## config.mk

```make
export PLATFORM = sky130hd
export DESIGN_NAME = hs_cdc_gray_syncer
export DESIGN_NICKNAME = d
export VERILOG_FILES = /design/src/rtl/hs_cdc_gray_syncer_pkg.sv /design/src/rtl/hs_cdc_syncer_sr.sv /design/src/rtl/hs_cdc_gray_syncer.sv
export SDC_FILE = /design/constraint.sdc
export NUM_CORES = 1
export LEC_CHECK = 0
export ABC_AREA = 1
export CAP_MARGIN = 20
export CORE_MARGIN = 4
export CORE_UTILIZATION = 54
export CTS_CLUSTER_DIAMETER = 30
export DETAILED_ROUTE_END_ITERATION = 16
export PLACE_DENSITY = 0.83
export SYNTH_ARGS = -nofsm -noshare
export SYNTH_HDL_FRONTEND = slang
export SYNTH_SLANG_ARGS = --single-unit
```

## constraint.sdc

```tcl
create_clock -name clk -period 5.1 [get_ports clk]
set_clock_uncertainty 0.05 [all_clocks]
set_input_delay 0.765 -clock clk [delete_from_list [all_inputs] [get_ports clk]]
set_output_delay 0.765 -clock clk [all_outputs]
set_load 0.05 [all_outputs]
```

## src/rtl/hs_cdc_gray_syncer_pkg.sv

```systemverilog
// Shared Gray-code helpers and synchroniser depth limits for the hs_cdc block family.
package hs_cdc_pkg;

  localparam int unsigned SYNC_STAGE_MIN = 2;
  localparam int unsigned SYNC_STAGE_MAX = 32;
  localparam int unsigned MAX_WIDTH      = 32;

  // Narrower buses are zero-extended; leading zeros leave the XOR prefix unchanged.
  function automatic logic [MAX_WIDTH-1:0] gray2bin(input logic [MAX_WIDTH-1:0] g);
    logic [MAX_WIDTH-1:0] b;
    b[MAX_WIDTH-1] = g[MAX_WIDTH-1];
    for (int unsigned i = MAX_WIDTH-1; i > 0; i--) begin
      b[i-1] = b[i] ^ g[i-1];
    end
    return b;
  endfunction

  function automatic logic [MAX_WIDTH-1:0] bin2gray(input logic [MAX_WIDTH-1:0] b);
    return b ^ (b >> 1);
  endfunction

  function automatic logic [5:0] popcount(input logic [MAX_WIDTH-1:0] v);
    logic [5:0] n;
    n = '0;
    for (int unsigned i = 0; i < MAX_WIDTH; i++) begin
      n = n + {5'd0, v[i]};
    end
    return n;
  endfunction

endpackage

```

## src/rtl/hs_cdc_syncer_sr.sv

```systemverilog
// Single-bit SYNC_STAGE-deep synchroniser chain with synchronous active-low reset.
module hs_cdc_syncer_sr #(
  parameter int unsigned SYNC_STAGE = 2,
  parameter logic        RESET_VAL  = 1'b0
) (
  input  logic clk,
  input  logic sresetn,
  input  logic d,
  output logic q
);

  logic [SYNC_STAGE-1:0] sr;

  always_ff @(posedge clk) begin
    if (!sresetn) begin
      sr <= {SYNC_STAGE{RESET_VAL}};
    end else begin
      sr <= {sr[SYNC_STAGE-2:0], d};
    end
  end

  assign q = sr[SYNC_STAGE-1];

endmodule

```

## src/rtl/hs_cdc_gray_syncer.sv

```systemverilog
// Destination-domain Gray bus synchroniser with binary conversion, step delta and
// illegal-transition detection.
module hs_cdc_gray_syncer
  import hs_cdc_pkg::*;
#(
  parameter int unsigned      SYNC_STAGE = 2,
  parameter int unsigned      WIDTH      = 8,
  parameter logic [WIDTH-1:0] RESET_GRAY = '0
) (
  input  logic             clk,
  input  logic             sresetn,
  input  logic [WIDTH-1:0] gray_in,
  input  logic             err_clr,
  output logic [WIDTH-1:0] gray_out,
  output logic [WIDTH-1:0] bin_out,
  output logic [WIDTH-1:0] delta,
  output logic             chg,
  output logic             err_pulse,
  output logic             err_sticky
);

  if ((SYNC_STAGE < SYNC_STAGE_MIN) || (SYNC_STAGE > SYNC_STAGE_MAX)) begin : g_bad_stage
    $error("hs_cdc_gray_syncer: SYNC_STAGE out of range 2..32");
  end
  if ((WIDTH < 2) || (WIDTH > MAX_WIDTH)) begin : g_bad_width
    $error("hs_cdc_gray_syncer: WIDTH out of range 2..32");
  end

  localparam logic [WIDTH-1:0] RESET_BIN = WIDTH'(gray2bin(MAX_WIDTH'(RESET_GRAY)));

  logic [WIDTH-1:0] g_new;
  logic [WIDTH-1:0] new_bin;
  logic             err_set;

  for (genvar i = 0; i < WIDTH; i++) begin : g_sync
    hs_cdc_syncer_sr #(
      .SYNC_STAGE (SYNC_STAGE),
      .RESET_VAL  (RESET_GRAY[i])
    ) u_sync (
      .clk     (clk),
      .sresetn (sresetn),
      .d       (gray_in[i]),
      .q       (g_new[i])
    );
  end

  // bin_out always equals gray2bin(gray_out), so it stands in for the old binary value.
  always_comb begin
    new_bin = WIDTH'(gray2bin(MAX_WIDTH'(g_new)));
    err_set = popcount(MAX_WIDTH'(g_new ^ gray_out)) > 6'd1;
  end

  always_ff @(posedge clk) begin
    if (!sresetn) begin
      gray_out   <= RESET_GRAY;
      bin_out    <= RESET_BIN;
      delta      <= '0;
      chg        <= 1'b0;
      err_pulse  <= 1'b0;
      err_sticky <= 1'b0;
    end else begin
      gray_out   <= g_new;
      bin_out    <= new_bin;
      delta      <= new_bin - bin_out;
      chg        <= (g_new != gray_out);
      err_pulse  <= err_set;
      err_sticky <= err_set | (err_sticky & ~err_clr);
    end
  end

endmodule

```

==> flow_metrics.tcl, run 1 <==
set metrics [dict create \
    drive_gt1_frac 0.1055 \
    cts-root-buf "clkbuf_4" \
    port_buffers 37 \
    core_mm2 0.003363 \
    reg2reg_depth 13 \
    crit_path_top_delay_cell "fa_1" \
    grt_start_max_net_pins 33 \
    fin_area_mm2 0.002422 \
    syn-cell-area_mm2 0.001906 \
    reg2reg_slack_ps 1770 \
    period_share 0.6526 \
    utilization 0.7202 \
    via_count 1460 \
    critical_path_class "reg2reg" \
    whs_path_depth 2 \
    die-width_um 67.41 \
    power.density_mw_per_mm2 377.4 \
    worstPathArrival_ps 3560 \
    setup_viol 0 \
    drtAntennaViolNets 0 \
    ys_seq_area_frac 0.4412 \
    path_cells "xor2_1 > inv_1 > fa_1 > fa_1 > fa_1 > inv_1 > ha_1 > fa_1 > inv_1 > a2111oi_0 > a21oi_1 > nor2_1 > a21oi_1" \
    area_growth_syn_to_layout_pct 27.12 \
    hold_start "g_sync[3].u_sync.sr[0]$_SDFF_PN0_" \
    antenna_found_initial 0 \
    synth_fp_nets 260 \
    wl_per_cell_um 9.960 \
    final_cells 321 \
    grt_remaining_overflow 0 \
    crit_path_max_incr_delay_ps 510 \
    place_ws_ps 1760 \
    setup_ws_ps 1772 \
    min_period_ps 3328 \
    routed_wl_um 3197 \
    ctsHoldBuffers 0 \
    placed_cell_area_mm2 0.002311 \
    syn_avg_cell_area_um2 8.143 \
    clkLatencyLatePin_ps 340 \
    cp-start-kind "register" \
    hold_end "g_sync[3].u_sync.sr[1]$_SDFF_PN0_" \
    worstSetupEndpointType "register" \
    r2r_start "g_sync[4].u_sync.sr[1]$_SDFF_PN0_" \
    cts_inserted_buffers 5 \
    synthCells 234 \
    worstMarginPinSlew_ps 531.2 \
    fp-row-count 21 \
    fp.dieH_um 67.41 \
    dr.first_iter.drc_count 30 \
    cp_common_cell "fa_1" \
    cts_tree "yes" \
    die_area_mm2 0.004543 \
    post-place-cells 313 \
    status "finished, final reports clean" \
    cap_violations 0 \
    clk_path_buf_depth 2 \
    dr.pass1.iters 4 \
    multi_input_area_um2 794.5 \
    synth.distinct_cells 26 \
    finalHoldViolations 0 \
    drv_slew 0 \
    rsz0062_at_grt "false" \
    maxSlewHeadroom 0.6447 \
    viasPerCell 4.548 \
    drc_errors 0 \
    nets 300 \
    nFillCells 295 \
    grt_pass1_wl_um 5347 \
    final_cell_mix "inv_1, dfxtp_1, nand2_1" \
    post-dp-hpwl_um 2502 \
    path_clk_slew_ps 110 \
    grt_pass1_vias 1315 \
    total_power_uw 914.3 \
    final-seq-area_um2 840.8 \
    ir_worst_vdd_mv 0.2041 \
    post_cts_buffers 0 \
    r2r_end "err_sticky$_SDFF_PN0_" \
    boundaryPins 38 \
    ys_ff_latch 42 \
    tns_ps 0 \
    antenna_cells 0 \
    h-tree-depth 2 \
    max_freq_ghz 0.3005 \
    p_leak_nw 1.283 \
    cp_data_required_time_ps 5330 \
    cts_sinks 42 \
    holdWs_ps 374.0 \
    ys_warn_count 0 \
    cts_resized 0 \
    grt_usage 0.1613 \
    mostFrequentLayoutCell "inv_1" \
    start_util 0.5666 \
    hold_class "reg2reg" \
    path_max_fanout 4 \
    gp_congestion 0.8098 \
]
==> routing by layer <==
metal  GRT usage  routed length (µm)  vias up
met1      0.1654                1337      642
li1            -                   -      770
met3     0.06156                 224       10
met4     0.08608                  80        0
met2      0.2822                1555       38
met5           0                   0        -
==> worst max path at each step <==
| stage | from | to | slack [ps] | cells after the start |
|---|---|---|---|---|
| CTS | g_sync[4].u_sync.sr[1]$_SDFF_PN0_ | err_sticky$_SDFF_PN0_ | 1750 | 13 |
| global route | g_sync[4].u_sync.sr[1]$_SDFF_PN0_ | err_sticky$_SDFF_PN0_ | 1550 | 13 |
| global placement | g_sync[4].u_sync.sr[1]$_SDFF_PN0_ | err_sticky$_SDFF_PN0_ | 1890 | 13 |
| detailed placement | g_sync[4].u_sync.sr[1]$_SDFF_PN0_ | err_sticky$_SDFF_PN0_ | 1760 | 13 |
| floorplan | gray_out[4]$_SDFF_PN0_ | err_sticky$_SDFF_PN0_ | 1670 | 13 |
| finish | g_sync[4].u_sync.sr[1]$_SDFF_PN0_ | err_sticky$_SDFF_PN0_ | 1770 | 13 |
==> registers in the layout, indices dropped and copies added (netlist names) <==
| register | flops |
|---|---|
| g_sync.u_sync.sr | 16 |
| err_pulse | 1 |
| bin_out | 7 |
| chg | 1 |
| gray_out | 8 |
| delta | 8 |
| err_sticky | 1 |
==> cells by family (layout without fill, tap and decap cells) <==
group,count (synthesis),in the layout,synth area share
buf+inv,69,110,0.1418
xor+xnor,8,8,0.03677
simple gates,80,80,0.2035
compound gates,20,20,0.05844
flops,42,42,0.4412
fa+ha+maj,15,15,0.1182
==> critical path: cells and delay by family (launching register included) <==
family                     cells  cell delay [ps]
adders and majority gates      5             2040
DFF                            1              420
AOI/OAI and AO/OA              3              290
xor gates and xnor gates       1              200
buffers and inverters          3              200
and+or+nand+nor                1               70
==> layout make-up <==
| class | count | share of cell area |
|---|---|---|
| Sequential cell | 42 | 0.3471 |
| Multi-Input combinational cell | 123 | 0.3280 |
| Timing Repair Buffer | 38 | 0.1560 |
| Inverter | 64 | 0.09917 |
| Clock inverter | 2 | 0.02479 |
| Tap cell | 46 | 0.02376 |
| Clock buffer | 6 | 0.02118 |
==> synthesized netlist by cell type, drive strengths merged <==
library cell  count  area share
a2111oi           1      0.0046
a21oi            11       0.029
xnor2             3       0.014
xor2              5       0.023
nor2             17       0.035
o31a              1      0.0046
a41oi             1      0.0046
fa                5       0.053
buf               2      0.0099
nand2            50        0.12
clkinv            1      0.0020
nor4              1      0.0033
dfxtp            42        0.44
inv              63        0.12
nor3              1      0.0026
clkbuf            3      0.0059
ha               10       0.066
nand3            11       0.042
o21ai             6       0.016
==> where the power goes <==
part           internal, mW  switching [mW]  total, mW
clock network         0.166           0.101      0.267
logic                0.0969           0.180      0.277
registers             0.358          0.0130      0.371
total                 0.621           0.293      0.914
Power figures use the tool's default switching activity.
==> run 2, diff against run 1 <==
--- a/config.mk
+++ b/config.mk
@@ -8,10 +8,10 @@
 export ABC_AREA = 1
 export CAP_MARGIN = 20
 export CORE_MARGIN = 4
-export CORE_UTILIZATION = 54
+export CORE_UTILIZATION = 51
 export CTS_CLUSTER_DIAMETER = 30
 export DETAILED_ROUTE_END_ITERATION = 16
-export PLACE_DENSITY = 0.83
+export PLACE_DENSITY = 0.79
 export SYNTH_ARGS = -nofsm -noshare
 export SYNTH_HDL_FRONTEND = slang
 export SYNTH_SLANG_ARGS = --single-unit
==> constraint.sdc (replaced) <==
create_clock -name clk -period 3.4 [get_ports clk]
set_clock_uncertainty 0.05 [all_clocks]
set_input_delay 0.51 -clock clk [delete_from_list [all_inputs] [get_ports clk]]
set_output_delay 0.51 -clock clk [all_outputs]
set_load 0.05 [all_outputs]
==> flow_metrics.tcl, run 2 (same netlist as run 1, synthesis figures left out) <==
set metrics [dict create \
    fp-row-count 21 \
    antenna_found_initial 0 \
    grt_usage 0.1388 \
    path_clk_slew_ps 80 \
    power.density_mw_per_mm2 526.2 \
    boundaryPins 38 \
    p_leak_nw 1.280 \
    period_share 0.9486 \
    max_freq_ghz 0.3101 \
    top_register "g_sync.u_sync.sr" \
    hold_start "g_sync[2].u_sync.sr[0]$_SDFF_PN0_" \
    crit_path_top_delay_cell "fa_1" \
    worstMarginPinSlew_ps 523.1 \
    area_growth_syn_to_layout_pct 27.84 \
    post_cts_buffers 0 \
    tns_ps 0 \
    cp_common_cell "fa_1" \
    cap_violations 0 \
    cp_data_required_time_ps 3570 \
    die_area_mm2 0.004778 \
    clk_path_buf_depth 2 \
    maxSlewHeadroom 0.6502 \
    p_int_uw 828.7 \
    post-dp-hpwl_um 2412 \
    reg2reg_slack_ps 170 \
    whs_path_depth 2 \
    r2r_end "err_sticky$_SDFF_PN0_" \
    min_period_ps 3225 \
    via_count 1438 \
    grt_start_max_net_pins 33 \
    rsz0062_at_grt "false" \
    critical_path_class "reg2reg" \
    worstSetupEndpointType "register" \
    viasPerCell 4.466 \
    reg2reg_depth 13 \
    worstPathArrival_ps 3400 \
    start_util 0.5494 \
    routed_wl_um 3048 \
    finalHoldViolations 0 \
    drv_slew 0 \
    cts_sinks 42 \
    nFillCells 288 \
    clkLatencyLatePin_ps 290 \
    port_buffers 37 \
    hold_class "reg2reg" \
    pwr-share-comb 0.323 \
    p_clk_frac 0.243 \
    worst-path-buf-inv 3 \
    fin_area_mm2 0.002436 \
    mostFrequentLayoutCell "inv_1" \
    p_sw_frac 0.3535 \
    reg.largest.list "g_sync.u_sync.sr: 16 flops, delta: 8 flops, gray_out: 8 flops" \
    drive_gt1_frac 0.1341 \
    core_mm2 0.003468 \
    die-width_um 69.13 \
    antenna_cells 0 \
    drc_errors 0 \
    largest_reg_flops 16 \
    final_cell_mix "inv_1, nand2_1, dfxtp_1" \
    cts-root-buf "clkbuf_8" \
    ir_worst_vdd_mv 0.3882 \
    cts_tree "yes" \
    p_sw_uw 453.0 \
    grt_pass1_wl_um 5451 \
    grt_pass1_vias 1367 \
    r2r_start "gray_out[4]$_SDFF_PN0_" \
    nets 301 \
    placed_cell_area_mm2 0.002321 \
    cts_inserted_buffers 5 \
    path_cells "xor2_2 > inv_1 > fa_1 > fa_1 > fa_1 > inv_1 > ha_1 > fa_1 > inv_1 > a2111oi_0 > a21oi_1 > nor2_1 > a21oi_1" \
    path_max_fanout 2 \
    seqPwrFrac 0.434 \
    ctsHoldBuffers 0 \
    path_delay_family "adder cells" \
    status "finished, final reports clean" \
    h-tree-depth 2 \
    grt_remaining_overflow 0 \
    cp-start-kind "register" \
    drtAntennaViolNets 0 \
    total_power_mw 1.282 \
    setup_viol 0 \
    wl_per_cell_um 9.466 \
    dr.first_iter.drc_count 54 \
    gp_congestion 0.8205 \
    fp.dieH_um 69.13 \
    dr.pass1.iters 4 \
    hold_end "g_sync[2].u_sync.sr[1]$_SDFF_PN0_" \
    crit_path_max_incr_delay_ps 500 \
]
## run 2: cell type report
cell class                      count  area, µm²  share of cell area
Timing Repair Buffer               39      385.4              0.1582
Clock buffer                        5      68.82             0.02825
Tap cell                           46      57.56             0.02363
Clock inverter                      3      21.27            0.008731
Multi-Input combinational cell    123      817.0              0.3354
Sequential cell                    42      845.8              0.3472
Inverter                           64      240.2             0.09861
## run 2: worst max path at each step
stage	start	to	slack (ps)	cells after the start
after floorplan	gray_out[2]$_SDFF_PN0_	err_sticky$_SDFF_PN0_	10	12
after global routing	g_sync[4].u_sync.sr[1]$_SDFF_PN0_	err_sticky$_SDFF_PN0_	20	13
after global placement	g_sync[1].u_sync.sr[1]$_SDFF_PN0_	err_sticky$_SDFF_PN0_	250	12
after detailed placement	g_sync[1].u_sync.sr[1]$_SDFF_PN0_	err_sticky$_SDFF_PN0_	150	12
final	gray_out[4]$_SDFF_PN0_	err_sticky$_SDFF_PN0_	170	13
after CTS	g_sync[1].u_sync.sr[1]$_SDFF_PN0_	err_sticky$_SDFF_PN0_	120	12
## run 2: through the flow
| stage | setup slack (ps) | utilization | hold slack, ps | cells |
|---|---|---|---|---|
| finish | 174.7 | 0.7024 | 364.7 | 322 |
| global route | 23.07 | 0.7024 | 378.0 | 322 |
| CTS | 121.6 | 0.6952 | 368.5 | 322 |
| detailed placement | 147.9 | 0.6692 | 348.4 | 314 |
| global placement | 245.6 | 0.6692 | 341.5 | 314 |
| floorplan | 11.72 | - | 340.5 | 234 |
## run 2: what timing repair did
item | 4_1_cts | 5_1_grt
endpoints found under the hold margin | 0 | 0
resized for setup | 0 | 5
setup endpoints to repair | 0 | 2
## run 2: worst register-to-register path, delay by kind of cell, from the launching register on
family	cells	cell delay [ps]
buffers and inverters	3	180
AOI/OAI and AO/OA	3	300
adders and majority gates	5	2040
DFF	1	360
xor gates and xnor gates	1	150
and+or+nand+nor	1	70
## run 2: metal layers
metal	share of wire	track usage	vias up
met5	0	0	-
met4	0.021	0.06074	0
met3	0.045	0.03779	6
met2	0.49	0.2447	30
met1	0.44	0.1550	634
li1	-	-	768
## run 2: power groups by stage
stage	clock network (mW)	registers (mW)	logic [mW]
after floorplan	0	0.695	0.168
after global placement	0	0.565	0.407
after detailed placement	0	0.567	0.415
after CTS	0.323	0.556	0.417
after global routing	0.341	0.563	0.456
final	0.312	0.556	0.414
==> run 3, diff against run 2 <==
--- a/config.mk
+++ b/config.mk
@@ -6,7 +6,6 @@
 export NUM_CORES = 1
 export LEC_CHECK = 0
 export ABC_AREA = 1
-export CAP_MARGIN = 20
 export CORE_MARGIN = 4
 export CORE_UTILIZATION = 51
 export CTS_CLUSTER_DIAMETER = 30
==> constraint.sdc (replaced) <==
create_clock -name clk -period 3.4 [get_ports clk]
set_clock_uncertainty 0.05 [all_clocks]
set_input_delay 0.51 -clock clk [delete_from_list [all_inputs] [get_ports clk]]
set_output_delay 0.51 -clock clk [all_outputs]
set_load 0.1 [all_outputs]
==> flow_metrics.tcl, run 3 (same netlist as run 1, synthesis figures left out) <==
set metrics [dict create \
    status "finished, final reports clean" \
    reg2reg_depth 13 \
    largest_reg_flops 16 \
    hold_start "g_sync[2].u_sync.sr[0]$_SDFF_PN0_" \
    grt_remaining_overflow 0 \
    reg.largest.list "g_sync.u_sync.sr: 16 flops, delta: 8 flops, gray_out: 8 flops" \
    nets 302 \
    drc_errors 0 \
    p_leak_nw 1.290 \
    dr.pass1.iters 4 \
    grt_pass1_vias 1371 \
    clkLatencyLatePin_ps 290 \
    hold_class "reg2reg" \
    min_period_ps 3220 \
    finalHoldViolations 0 \
    cts_tree "yes" \
    cts_sinks 42 \
    ctsHoldBuffers 0 \
    maxSlewHeadroom 0.3348 \
    antenna_found_initial 0 \
    port_buffers 37 \
    place_ws_ps 85.02 \
    reg2reg_slack_ps 180 \
    tns_ps 0 \
    drv_slew 0 \
    worstPathArrival_ps 3400 \
    grt_start_max_net_pins 23 \
    final-seq-area_um2 858.3 \
    h-tree-depth 2 \
    r2r_start "g_sync[4].u_sync.sr[1]$_SDFF_PN0_" \
    max_freq_ghz 0.3106 \
    die-width_um 69.13 \
    critical_path.startpoint "g_sync[4].u_sync.sr[1]$_SDFF_PN0_" \
    start_util 0.5494 \
    path_clk_slew_ps 80 \
    grt_usage 0.1439 \
    wl_per_cell_um 10.22 \
    top_register "g_sync.u_sync.sr" \
    fp.dieH_um 69.13 \
    drive_gt1_frac 0.1625 \
    dr.first_iter.drc_count 81 \
    final_cell_mix "inv_1, nand2_1, clkdlybuf4s50_1" \
    core_mm2 0.003468 \
    multi_input_area_um2 838.3 \
    routed_wl_um 3302 \
    die_area_mm2 0.004778 \
    fp-row-count 21 \
    cp-start-kind "register" \
    mostFrequentLayoutCell "inv_1" \
    post-dp-hpwl_um 2454 \
    drtAntennaViolNets 0 \
    area_growth_syn_to_layout_pct 31.25 \
    critical_path_class "reg2reg" \
    power.density_mw_per_mm2 603.8 \
    worstSetupEndpointType "register" \
    period_share 0.9469 \
    via_count 1468 \
    boundaryPins 38 \
    nFillCells 271 \
    hold_end "g_sync[2].u_sync.sr[1]$_SDFF_PN0_" \
    ir_worst_vdd_mv 0.3681 \
    r2r_end "err_sticky$_SDFF_PN0_" \
    setup_ws_ps 180.4 \
    grt_pass1_wl_um 5499 \
    gp_congestion 0.8532 \
    cts_inserted_buffers 5 \
    path_max_fanout 3 \
    whs_path_depth 2 \
    viasPerCell 4.545 \
    worstMarginPinSlew_ps 994.7 \
    cts-root-buf "clkbuf_8" \
    cap_violations 0 \
    cp_data_required_time_ps 3580 \
    rsz0062_at_grt "false" \
    setup_viol 0 \
    antenna_cells 0 \
    clk_path_buf_depth 2 \
]
## run 3: metrics by stage
step / total power, mW / std cells / hold WS, ps / util / cell area, µm²
floorplan: 0.9992 / 234 / 340.5 / - / 1918
global placement: 1.108 / 313 / 341.8 / 0.6699 / 2323
detailed placement: 1.117 / 313 / 346.9 / 0.6699 / 2323
CTS: 1.508 / 321 / 365.8 / 0.7027 / 2437
global route: 1.595 / 323 / 384.4 / 0.7211 / 2501
finish: 1.510 / 323 / 364.1 / 0.7211 / 2501
## run 3: worst max-delay path, cell delays in order (launching register included)
cell and delay (ps):
dfxtp_4 360, xor2_2 170, inv_1 80, fa_1 540
fa_1 440, fa_1 530, inv_2 50, ha_4 160
fa_2 330, inv_2 70, a2111oi_2 40, a21oi_1 130
nor2_1 80, a21oi_1 130
## run 3: final cells by class
type	count	share of cell area
sequential	42	0.3432
multi-input combinational	123	0.3352
timing repair buffer	40	0.1571
inverter	64	0.09605
clock buffer	5	0.02751
tap	46	0.02301
clock inverter	3	0.01801
## run 3: report_power, final
| part | total (mW) | internal [mW] | switching [mW] |
|---|---|---|---|
| Sequential | 0.554 | 0.535 | 0.0187 |
| Clock | 0.392 | 0.218 | 0.173 |
| Combinational | 0.565 | 0.151 | 0.414 |
| Total | 1.51 | 0.904 | 0.606 |
## run 3: worst max path at each step
| stage | to | slack [ps] |
|---|---|---|
| 2_1_floorplan | err_sticky$_SDFF_PN0_ | 40 |
| 3_3_place_gp | err_sticky$_SDFF_PN0_ | 170 |
| 3_5_place_dp | err_sticky$_SDFF_PN0_ | 90 |
| 4_1_cts | err_sticky$_SDFF_PN0_ | 0.03 |
| 5_1_grt | err_sticky$_SDFF_PN0_ | 20 |
| 6_report | err_sticky$_SDFF_PN0_ | 180 |
## run 3: per-layer routing
layer / up-vias / wire length, µm / track usage
met5: - / 0 / 0
met4: 0 / 54 / 0.05857
met3: 6 / 229 / 0.06250
met2: 35 / 1602 / 0.2542
met1: 657 / 1416 / 0.1475
li1: 770 / - / -
## run 3: timing repair
action | 4_1_cts | 5_1_grt
setup buffers | 0 | 2
endpoints found under the setup margin | 0 | 2
resized for setup | 0 | 13
